==> config.mk <==
export PLATFORM = sky130hd
export DESIGN_NAME = mips_multicycle_core
export DESIGN_NICKNAME = d
export VERILOG_FILES = /design/src/rtl/mips_mc_pkg.sv /design/src/rtl/mc_regfile.sv /design/src/rtl/mips_multicycle_core.sv
export SDC_FILE = /design/constraint.sdc
export NUM_CORES = 1
export LEC_CHECK = 0
export ABC_CLOCK_PERIOD_IN_PS = 4750
export BUFFER_PORTS_ARGS = -buffer_cell sky130_fd_sc_hd__buf_4
export CORE_MARGIN = 2
export CORE_UTILIZATION = 61
export DETAILED_ROUTE_END_ITERATION = 6
export PLACE_DENSITY = 0.8
export SLEW_MARGIN = 20
export SYNTH_ARGS = -nofsm -noshare
export SYNTH_HDL_FRONTEND = slang
export SYNTH_SLANG_ARGS = --single-unit
==> constraint.sdc <==
create_clock -name clock -period 4.75 [get_ports clock]
set_clock_uncertainty 0.1 [all_clocks]
set_input_delay 0.95 -clock clock [delete_from_list [all_inputs] [get_ports clock]]
set_output_delay 0.95 -clock clock [all_outputs]
set_load 0.05 [all_outputs]
==> src/rtl/mips_mc_pkg.sv <==
// Shared definitions for the multi-cycle 16-bit-instruction MIPS-style core:
// opcodes, instruction field positions, FSM states and ALU control codes.
package mips_mc_pkg;

  localparam logic [3:0] OP_ADD  = 4'b0000;
  localparam logic [3:0] OP_SUB  = 4'b0001;
  localparam logic [3:0] OP_AND  = 4'b0010;
  localparam logic [3:0] OP_OR   = 4'b0011;
  localparam logic [3:0] OP_ADDI = 4'b0100;
  localparam logic [3:0] OP_BEQ  = 4'b0101;
  localparam logic [3:0] OP_BNE  = 4'b0110;
  localparam logic [3:0] OP_SLT  = 4'b0111;
  localparam logic [3:0] OP_HALT = 4'b1111;

  localparam int unsigned OP_MSB  = 15;
  localparam int unsigned OP_LSB  = 12;
  localparam int unsigned RS_MSB  = 11;
  localparam int unsigned RS_LSB  = 10;
  localparam int unsigned RT_MSB  = 9;
  localparam int unsigned RT_LSB  = 8;
  localparam int unsigned RD_MSB  = 7;
  localparam int unsigned RD_LSB  = 6;
  localparam int unsigned IMM_MSB = 7;
  localparam int unsigned IMM_LSB = 0;

  typedef enum logic [2:0] {
    FETCH,
    DECODE,
    EXEC,
    WB,
    HALT
  } state_t;

  typedef enum logic [2:0] {
    ALU_AND = 3'b000,
    ALU_OR  = 3'b001,
    ALU_ADD = 3'b010,
    ALU_SUB = 3'b110,
    ALU_SLT = 3'b111
  } alu_ctl_t;

  function automatic alu_ctl_t alu_ctl(input logic [3:0] op);
    case (op)
      OP_SUB, OP_BEQ, OP_BNE: alu_ctl = ALU_SUB;
      OP_AND:                 alu_ctl = ALU_AND;
      OP_OR:                  alu_ctl = ALU_OR;
      OP_SLT:                 alu_ctl = ALU_SLT;
      default:                alu_ctl = ALU_ADD;
    endcase
  endfunction

  function automatic logic op_writes(input logic [3:0] op);
    case (op)
      OP_ADD, OP_SUB, OP_AND, OP_OR, OP_ADDI, OP_SLT: op_writes = 1'b1;
      default:                                        op_writes = 1'b0;
    endcase
  endfunction

endpackage

==> src/rtl/mc_regfile.sv <==
// Four-entry register file: two combinational read ports, one write port,
// register $0 hard-wired to zero.
module mc_regfile
  import mips_mc_pkg::*;
#(
  parameter int DATA_W = 16
) (
  input  logic              clock,
  input  logic              reset_n,
  input  logic [1:0]        ra1,
  input  logic [1:0]        ra2,
  output logic [DATA_W-1:0] rd1,
  output logic [DATA_W-1:0] rd2,
  input  logic              we,
  input  logic [1:0]        wa,
  input  logic [DATA_W-1:0] wd
);

  logic [DATA_W-1:0] regs [1:3];

  always_ff @(posedge clock or negedge reset_n) begin
    if (!reset_n) begin
      regs[1] <= '0;
      regs[2] <= '0;
      regs[3] <= '0;
    end else if (we && wa != 2'd0) begin
      regs[wa] <= wd;
    end
  end

  always_comb begin
    rd1 = '0;
    rd2 = '0;
    if (ra1 != 2'd0) rd1 = regs[ra1];
    if (ra2 != 2'd0) rd2 = regs[ra2];
  end

endmodule

==> src/rtl/mips_multicycle_core.sv <==
// Multi-cycle core: FETCH (handshaked) -> DECODE -> EXEC -> WB, with a
// terminal HALT state left only through reset.
module mips_multicycle_core
  import mips_mc_pkg::*;
#(
  parameter int DATA_W = 16,
  parameter int PC_W   = 16
) (
  input  logic              clock,
  input  logic              reset_n,
  output logic              imem_req,
  output logic [PC_W-1:0]   imem_addr,
  input  logic [15:0]       imem_rdata,
  input  logic              imem_valid,
  output logic [15:0]       ir,
  output logic              wb_en,
  output logic [1:0]        wb_addr,
  output logic [DATA_W-1:0] wb_data,
  output logic              retire,
  output logic              halted
);

  state_t            state, state_nx;
  logic              started;
  logic [PC_W-1:0]   pc, pc_branch, imm_pc;
  logic [DATA_W-1:0] a, b, alu_out, alu_y, opnd_b, diff, imm_d, rd1, rd2;
  logic              take, cond, ovf, lt;
  logic [3:0]        op;
  logic [1:0]        rs, rt, rd;
  logic [7:0]        imm;

  assign op  = ir[OP_MSB:OP_LSB];
  assign rs  = ir[RS_MSB:RS_LSB];
  assign rt  = ir[RT_MSB:RT_LSB];
  assign rd  = ir[RD_MSB:RD_LSB];
  assign imm = ir[IMM_MSB:IMM_LSB];

  assign imm_d     = DATA_W'($signed(imm));
  assign imm_pc    = PC_W'($signed(imm));
  assign pc_branch = pc + PC_W'(2) + (imm_pc << 1);
  assign imem_addr = pc;
  assign wb_data   = alu_out;

  mc_regfile #(.DATA_W(DATA_W)) u_regfile (
    .clock   (clock),
    .reset_n (reset_n),
    .ra1     (rs),
    .ra2     (rt),
    .rd1     (rd1),
    .rd2     (rd2),
    .we      (wb_en),
    .wa      (wb_addr),
    .wd      (alu_out)
  );

  // Signed less-than from the subtraction: sign of the difference corrected
  // by overflow, so extreme operands compare correctly.
  always_comb begin
    opnd_b = (op == OP_ADDI) ? imm_d : b;
    diff   = a - b;
    ovf    = (a[DATA_W-1] ^ b[DATA_W-1]) & (diff[DATA_W-1] ^ a[DATA_W-1]);
    lt     = diff[DATA_W-1] ^ ovf;
    case (alu_ctl(op))
      ALU_SUB: alu_y = diff;
      ALU_AND: alu_y = a & b;
      ALU_OR:  alu_y = a | b;
      ALU_SLT: alu_y = DATA_W'(lt);
      default: alu_y = a + opnd_b;
    endcase
    cond = 1'b0;
    if (op == OP_BEQ) cond = (a == b);
    if (op == OP_BNE) cond = (a != b);
  end

  always_ff @(posedge clock or negedge reset_n) begin
    if (!reset_n) begin
      state   <= FETCH;
      started <= 1'b0;
    end else begin
      state   <= state_nx;
      started <= 1'b1;
    end
  end

  always_comb begin
    state_nx = state;
    imem_req = 1'b0;
    wb_en    = 1'b0;
    retire   = 1'b0;
    halted   = 1'b0;
    case (state)
      FETCH: begin
        imem_req = started;
        if (started && imem_valid) state_nx = DECODE;
      end
      DECODE: state_nx = EXEC;
      EXEC:   state_nx = WB;
      WB: begin
        wb_en    = op_writes(op);
        retire   = 1'b1;
        state_nx = (op == OP_HALT) ? HALT : FETCH;
      end
      HALT:    halted = 1'b1;
      default: state_nx = FETCH;
    endcase
  end

  // alu_out/wb_addr load only for writing opcodes so wb_addr/wb_data keep
  // the last written value between writes.
  always_ff @(posedge clock or negedge reset_n) begin
    if (!reset_n) begin
      pc      <= '0;
      ir      <= '0;
      a       <= '0;
      b       <= '0;
      alu_out <= '0;
      wb_addr <= '0;
      take    <= 1'b0;
    end else begin
      case (state)
        FETCH: if (imem_req && imem_valid) ir <= imem_rdata;
        DECODE: begin
          a <= rd1;
          b <= rd2;
        end
        EXEC: begin
          take <= cond;
          if (op_writes(op)) begin
            alu_out <= alu_y;
            wb_addr <= (op == OP_ADDI) ? rt : rd;
          end
        end
        WB: pc <= take ? pc_branch : pc + PC_W'(2);
        default: ;
      endcase
    end
  end

endmodule
Word level (Yosys, flattened, before mapping):

Cells that the tools add are included.

* add/sub/neg operators: 4
* magnitude comparators: 4
* eq/ne operators: 18
* mux-type cells: 27
* bitwise gates (word level): 10
* reductions and logical operators: 15

Operator list (number)
* $mux W16: 9
* $bmux W16 S2: 2
* $pmux W16 S4: 1
* $bwmux W48: 1
* $add A16 B16 Y16: 2
* $demux W16 S2: 1
* $add A16 B2 Y16 const B: 1
* $and A16 B16 Y16: 1
* $eq A16 B16 Y1: 1
* $eq A4 B3 Y1 const B: 4
* $ne A16 B16 Y1: 1
* $or A16 B16 Y16: 1
* $sub A16 B16 Y16: 1
* $pmux W3 S5: 1
* $pmux W3 S4: 1
* $eq A3 B3 Y1 const B: 3
* $ge A3 B3 Y1 const B: 3
* $not A2 Y3: 3
* $eq A4 B2 Y1 const B: 2
* $mux W1: 8
* $eq A3 B1 Y1 const B: 2
* $eq A3 B2 Y1 const B: 2
* $logic_not A3 Y1: 2
* $mux W3: 2
* other kinds (14): 23

* bits in registers: 135
* input bits: 19
* output and inout port bits: 54

Logic depth before layout (Yosys ltp):

Gate-level depths: netlist of run 1.

* word-level depth: 6
* mapped depth: 16
* mapped depth without buffers: 15

By module:

A second synthesis of run 1 with hierarchy kept.

* cells, all modules: 1018
* area total of the unflattened synthesis: 9670.5 um^2

Modules (own cells, without submodules)
* mips_multicycle_core: times used 1, cells each 838, area an instance 7084.3 um^2
* mc_regfile: times used 1, cells each 180, area an instance 2586.2 um^2

Worst setup path before layout of run 1:

Ideal clock, no wire load.

* path type: flip-flop to flip-flop
* start point: reg ir[15]
* end point: reg alu_out[12], in the netlist wb_data[12]
* arrival time: 3643 ps
* required time: 4520 ps
* slack: 877 ps
* stages on the path, launching flop included: 16
* path buffers: 2
* clock period less this slack: 3873 ps
* cell sequence: dfrtp_1 -> clkbuf_1 -> nand2b_1 -> nor3_2 -> clkbuf_1 -> o21ai_0 -> ha_1 -> fa_1 -> a211oi_1 -> o21bai_1 -> a21oi_1 -> o221ai_1 -> a21oi_1 -> xnor2_1 -> a221oi_1 -> o21ai_1

* cells in the longest elaborated chain, start to end: 5

RTL lines
* start: declaration: line mips_multicycle_core.sv:15 `output logic [15:0] ir,`
* start signal: assignment: line mips_multicycle_core.sv:121 `FETCH: if (imem_req && imem_valid) ir <= imem_rdata;`
* parallel branches: the longest is 5 deep, another holds $add A16 B16 Y16
* end signal: assignment: line mips_multicycle_core.sv:129 `alu_out <= alu_y;`
* end: declaration: line mips_multicycle_core.sv:26 `logic [DATA_W-1:0] a, b, alu_out, alu_y, opnd_b, diff, imm_d, rd1, rd2;`

Several ways; the timed one is not identified. The select of a mux whose other input is x is not followed.
A chain may end at the register's enable or synchronous reset.

Final worst setup path of run 1:

* start point: reg ir[15]
* end point: reg alu_out[14], in the netlist wb_data[14]

The elaborated chain is that of the path after synthesis.

==> impl_results.md, run 1 <==
* YS warnings at 0
* Die Width at 127 um
* Die area at 0.0161 mm2
* Wirelength per Cell at 19.7 um
* Starting Density at 63.0%
* Drt via density at 6.32
* Final #Nets at 1135
* Max cap viols at 0
* Net Count, Synth at 1081
* Htree depth at 4
* Worst Path Max Fanout at 12
* Final Max Slew Viols at 0
* FMAX at 246 MHz
* Cells after Synth at 977
* Seq/Total Area, Yosys at 36.4%
* Share of cells above drive strength 1 at 21.1%
* Clk Latency, worst-skew pair at 420 ps
* Clock Pin Slew Worst Setup and Hold Paths at 60 ps
* Setup crit end kind: flop
* Number of synthesized flops with an enable pin at 0
* CTS max path bufs at 2
* Pre-antenna DRT Iters at 6
* Final-report hold violation count at 0
* HPWL Detailed at 17000 um
* Commonest non-fill, non-tap cell in the layout: dfrtp_1
* Synthesis-to-finish area growth at 14.1%
* Overflow after GRT at 0
* Slew @ Worst Pin at 1100 ps
* RSZ-0062 raised after global routing: false
* Cell variety after synth at 72
* Largest net degree at the start of global routing at 78
* Routed Antenna Nets at 0
* DRT iter0 DRCs at 893
* Gpl congestion at 0.988
* Post-CTS resize count at 0
* Setup Fix Bufs, Post-CTS at 0
* GRT Total Usage at 31.4%
* CTS tree: built
* Flops & latches, synth at 134
* I/O Buffers at 71
* Top FF cell, synth: dfrtp_1
* First-pass GRT wire length at 40200 um
* Hold_buf cts at 0
* Post-Route WL at 24200 um
* Final period util at 85.5%
* Fin crit period at 4060 ps
* Setup Viol. Count Final at 0
* Core Rows at 44
* Share of flip-flops with an asynchronous set or reset at 100%
* Root buf cell: clkbuf_16
* Status: complete, no violations
* IO Count at 73
* DR vias at 7756
* Vias in the first global route at 7722
* Critical path launch point type: flop
* Critical Path RT at 4950 ps
* Average footprint of a synthesized cell at 9.44 um2
* Ant diodes at 0
* Post-Syn Area at 0.00922 mm2
* Highest-count cells in the layout ignoring fill and taps: dfrtp_1 (134), mux2_2 (87), buf_4 (84)
* DRC at 0
* Cts bufs inserted at 17
* Initial antenna violation count at 0
* Max-slew headroom at 26.5%
* Worst Path Arrival at 4260 ps
* Die height at 127 um
* Hold/Removal Path Class: reg -> reg
* Std-Cell Core Area at 0.0146 mm2
* Critical path class: reg -> reg
* Setup total negative slack at 0 ps
* Sink Count at 134
==> worst paths after layout <==
| check | end | depth (start not counted) | from | slack, ps |
|---|---|---|---|---|
| min | u_regfile.regs[36]$_DFFE_PN0P_ | 1 | u_regfile.regs[36]$_DFFE_PN0P_ | 410 |
| max reg2reg | wb_data[14]$_DFFE_PN0P_ | 13 | ir[15]$_DFFE_PN0P_ | 690 |
| max in group asynchronous | imem_addr[15]$_DFFE_PN0P_ | 2 | reset_n | 3170 |
| min reg2reg | u_regfile.regs[36]$_DFFE_PN0P_ | 1 | u_regfile.regs[36]$_DFFE_PN0P_ | 410 |
| min in group asynchronous | u_regfile.regs[3]$_DFFE_PN0P_ | 1 | reset_n | 460 |
| max | wb_data[14]$_DFFE_PN0P_ | 13 | ir[15]$_DFFE_PN0P_ | 690 |
==> area by class of cell <==
cell class / count / area [um2]
sequential: 134 / 3350
timing repair buffer: 85 / 642
clock inverter: 11 / 146
multi-input combinational: 737 / 5470
tap: 184 / 230
clock buffer: 21 / 470
fill: 1115 / 4120
inverter: 56 / 210
==> worst max-delay path, cell delays in order (launching register included) <==
cell,delay (ps)
dfrtp_1,500
nand2b_1,250
nor3_2,530
o21ai_0,170
ha_1,240
fa_1,420
a211oi_1,280
o21bai_1,110
a21oi_1,400
o22ai_1,220
a221oi_1,330
xnor2_1,120
a21oi_1,170
a31oi_1,90
==> sequential cells by signal (all words and copies together) (netlist names), 2 cells and up <==
| name | cells |
|---|---|
| a | 16 |
| b | 16 |
| imem_addr | 15 |
| ir | 16 |
| state | 3 |
| u_regfile.regs | 48 |
| wb_addr | 2 |
| wb_data | 16 |
==> layer usage <==
layer | track usage, % | share of wire, % | routed length (um)
met3 | 6.03 | 6.6 | 1590
met5 | 0 | 0 | 0
met2 | 51.7 | 49 | 11800
met4 | 11.7 | 3.1 | 748
met1 | 41.6 | 42 | 10100
==> logic make-up (layout without fill, tap and decap cells) <==
group / Yosys count / count (layout) / synth area share [%]
AOI/OAI and AO/OA: 275 / 275 / 19.0
and+or+nand+nor: 228 / 228 / 11.7
DFF: 134 / 134 / 36.4
buffers and inverters: 106 / 173 / 4.41
muxes: 101 / 101 / 12.3
adders and majority gates: 85 / 85 / 11.9
xor gates and xnor gates: 46 / 46 / 4.37
other: 2 / 2 / 0.0814
==> cell usage after synthesis (all sizes together), types with 4 or more instances <==
| cell type | number | area, um2 |
|---|---|---|
| fa | 4 | 80.1 |
| buf | 6 | 30.0 |
| a21o | 11 | 83.8 |
| a211oi | 10 | 92.6 |
| mux2i | 4 | 40.0 |
| mux2 | 97 | 1090 |
| o21a | 6 | 45.0 |
| nand4 | 8 | 50.1 |
| ha | 81 | 1010 |
| clkbuf | 44 | 166 |
| xnor2 | 36 | 315 |
| xor2 | 10 | 87.6 |
| and3 | 9 | 56.3 |
| or2 | 5 | 31.3 |
| a22oi | 34 | 255 |
| o211ai | 7 | 57.6 |
| nor3 | 13 | 75.1 |
| nand3 | 12 | 60.1 |
| or3 | 4 | 30.0 |
| inv | 56 | 210 |
| nand2b | 8 | 50.1 |
| o21bai | 8 | 60.1 |
| nor2b | 8 | 50.1 |
| a31oi | 9 | 56.3 |
| nor3b | 4 | 30.0 |
| dfrtp | 134 | 3350 |
| o21ai | 70 | 350 |
| a21oi | 81 | 405 |
| a221oi | 11 | 96.3 |
| a222oi | 4 | 40.0 |
| and2 | 5 | 32.5 |
| nor2 | 80 | 303 |
| nand2 | 61 | 229 |
==> through the flow <==
step / util, % / cells / setup slack [ps] / instance area (um2) / hold slack [ps]
after floorplan: - / 977 / 877 / 9220 / 373
after global placement: 67.7 / 1196 / 895 / 9910 / 382
after detailed placement: 67.7 / 1196 / 773 / 9910 / 394
after CTS: 71.9 / 1228 / 743 / 10500 / 407
after global routing: 71.9 / 1228 / 304 / 10500 / 427
final: 71.9 / 1228 / 690 / 10500 / 406
Power of run 1 is left out: the tool's default activity adds up to more than one toggle a clock period on the data nets, which glitch-free logic cannot reach.
==> run 2, diff against run 1 <==
--- a/config.mk
+++ b/config.mk
@@ -5,12 +5,13 @@
 export SDC_FILE = /design/constraint.sdc
 export NUM_CORES = 1
 export LEC_CHECK = 0
+export ABC_AREA = 1
 export ABC_CLOCK_PERIOD_IN_PS = 4750
 export BUFFER_PORTS_ARGS = -buffer_cell sky130_fd_sc_hd__buf_4
 export CORE_MARGIN = 2
-export CORE_UTILIZATION = 61
+export CORE_UTILIZATION = 62
 export DETAILED_ROUTE_END_ITERATION = 6
-export PLACE_DENSITY = 0.8
+export PLACE_DENSITY = 0.81
 export SLEW_MARGIN = 20
 export SYNTH_ARGS = -nofsm -noshare
 export SYNTH_HDL_FRONTEND = slang
==> run 2 against run 1 <==
  * Non-clock buffer count down 6
  * Critical path type unchanged
  * Critical path depth up 1
  * Fmax up 23%
  * Worst setup slack better by 760 ps
  * Sequential share of layout area down 1.7 points
  * Via count up 23%
  * Synthesized cell count up 41%
  * Sequential cell count unchanged
  * Final area up 5.5%
==> impl_results.md, run 2 <==
* Status: complete, no violations
* RSZ-0062 raised after global routing: false
* Wirelength per Cell at 17.2 um
* Synth area leader: dfrtp_1
* Number of synthesized flops with an enable pin at 0
* Starting Density at 64.0%
* Commonest non-fill, non-tap cell in the layout: nand2_1
* Ant diodes at 0
* FMAX at 303 MHz
* Setup crit end kind: flop
* HPWL Detailed at 21300 um
* Drt via density at 5.77
* First-pass GRT wire length at 45800 um
* Setup total negative slack at 0 ps
* Max cap viols at 0
* Leak Pwr at 5.79 nW
* Post-CTS resize count at 0
* Root buf cell: clkbuf_16
* Post-Route WL at 28400 um
* Worst Path Arrival at 3530 ps
* Cts bufs inserted at 17
* Final Max Slew Viols at 0
* I/O Buffers at 71
* Pre-antenna DRT Iters at 5
* Cell variety after synth at 43
* Largest register FFs at 48
* Final period util at 69.5%
* Setup Fix Bufs, Post-CTS at 0
* CTS tree: built
* Share of cells above drive strength 1 at 10.0%
* YS warnings at 0
* Critical path launch point type: flop
* Final-report hold violation count at 0
* Flops & latches, synth at 134
* Routed Antenna Nets at 0
* Worst vdd ir at 0.243 mV
* Post-Syn Area at 0.00980 mm2
* Die Width at 130 um
* IO Count at 73
* Clk Latency, worst-skew pair at 430 ps
* Vias in the first global route at 8727
* Slew @ Worst Pin at 844 ps
* Dpl ws at 1510 ps
* Overflow after GRT at 0
* Gpl congestion at 1.02
* Main area contributors after synthesis: dfrtp_1 (34%), nand2_1 (12%), ha_1 (10%), inv_1 (8.5%), o21ai_0 (8.1%)
* Commonest cells in the netlist: nand2_1 (316), inv_1 (221), o21ai_0 (158), dfrtp_1 (134), nand3_1 (113)
* Die height at 130 um
* Final setup margin at 1450 ps
* Final #Nets at 1538
* Htree depth at 4
* Power per cell area at 232 mW/mm2
* CTS max path bufs at 2
* Max-slew headroom at 43.7%
* Average footprint of a synthesized cell at 7.10 um2
* Post-synth top area share at 34.2%
* Std-Cell Core Area at 0.0153 mm2
* Sink Count at 134
* Setup Viol. Count Final at 0
* Top-count cell post-synth: nand2_1
* Cells after Synth at 1380
* Highest-count cells in the layout ignoring fill and taps: nand2_1 (315), inv_1 (221), o21ai_0 (158)
* Synthesis-to-finish area growth at 13.3%
* Seq/Total Area, Yosys at 34.2%
* Share of flip-flops with an asynchronous set or reset at 100%
* Hold_buf cts at 0
* Critical Path RT at 4970 ps
* Top FF cell, synth: dfrtp_1
* Net Count, Synth at 1484
* DRT iter0 DRCs at 1046
* Initial antenna violation count at 0
* Die area at 0.0168 mm2
* Critical path class: reg -> reg
* Core Rows at 45
* GRT Total Usage at 35.2%
* Clock Pin Slew Worst Setup and Hold Paths at 70 ps
* Fin crit period at 3300 ps
* Hold/Removal Path Class: in -> async
* Worst Path Max Fanout at 19
* DRC at 0
* Largest Register: u_regfile.regs
* DR vias at 9572
* Largest net degree at the start of global routing at 83
==> run 2: area by class of cell <==
cell class                 count  area [um2]
clock inverter                15         191
inverter                     228         856
sequential                   134        3350
multi-input combinational    974        5420
timing repair buffer          79         597
tap                          211         264
clock buffer                  17         425
fill                        1301        4210
==> run 2: report_power, final <==
group	leakage [nW]	internal (mW)	switching, mW
logic	3.69	0.0106	0.0263
clock network	0.296	0.840	0.559
registers	1.80	1.14	0.000324
total	5.79	1.99	0.586
==> run 2: path summary, 6_finish.rpt <==
path,startpoint,endpoint,slack (ps),cells past startpoint
min in group clock,u_regfile.regs[28]$_DFFE_PN0P_,u_regfile.regs[28]$_DFFE_PN0P_,420,2
max in group asynchronous,reset_n,u_regfile.regs[28]$_DFFE_PN0P_,3180,2
hold / removal,reset_n,b[9]$_DFFE_PN0P_,420,1
setup / recovery,ir[13]$_DFFE_PN0P_,wb_data[6]$_DFFE_PN0P_,1450,14
hold reg to reg,u_regfile.regs[28]$_DFFE_PN0P_,u_regfile.regs[28]$_DFFE_PN0P_,420,2
setup reg to reg,ir[13]$_DFFE_PN0P_,wb_data[6]$_DFFE_PN0P_,1450,14
==> run 2: kinds of logic (layout without fill, tap and decap cells) <==
kind of cell             count (synthesis)  in the layout  synth area share, %
multiplexers                             7              7                0.881
other                                    2              2               0.0766
adder cells (fa/ha/maj)                 85             85                 11.2
AO/OA/AOI/OAI                          299            299                 17.0
XOR/XNOR                                17             17                 1.52
buffers and inverters                  272            339                 10.7
AND/OR/NAND/NOR                        564            564                 24.5
flip-flops                             134            134                 34.2
==> run 2: through the flow <==
stage,total power [mW],instances,utilization [%],instance area (um2),hold WS [ps]
after floorplan,1.17,1380,-,9800,370
after global placement,1.20,1626,68.4,10500,393
after detailed placement,1.20,1626,68.4,10500,406
after CTS,2.59,1658,72.5,11100,423
after global routing,2.64,1658,72.5,11100,444
final,2.58,1658,72.5,11100,423
==> run 2: critical path, stage by stage, from the launching register on <==
cell,delay [ps]
dfrtp_1,440
nor2_2,240
inv_2,80
nor2_4,340
o21ai_0,150
ha_1,280
fa_1,490
nand3_1,110
nand2_1,160
nand2_1,100
nand2_1,80
or2_2,280
nand3_1,100
nand2_1,60
o21a_1,180
==> run 2: metal layers <==
| layer | part of all wire [%] | up-vias | track usage, % |
|---|---|---|---|
| met4 | 1.6 | 0 | 8.41 |
| met3 | 9.9 | 47 | 9.18 |
| met1 | 45 | 4465 | 52.3 |
| met5 | 0 | - | 0 |
| met2 | 44 | 444 | 51.7 |
| li1 | - | 4616 | - |
No activity file was read; power rests on OpenSTA's default activity.
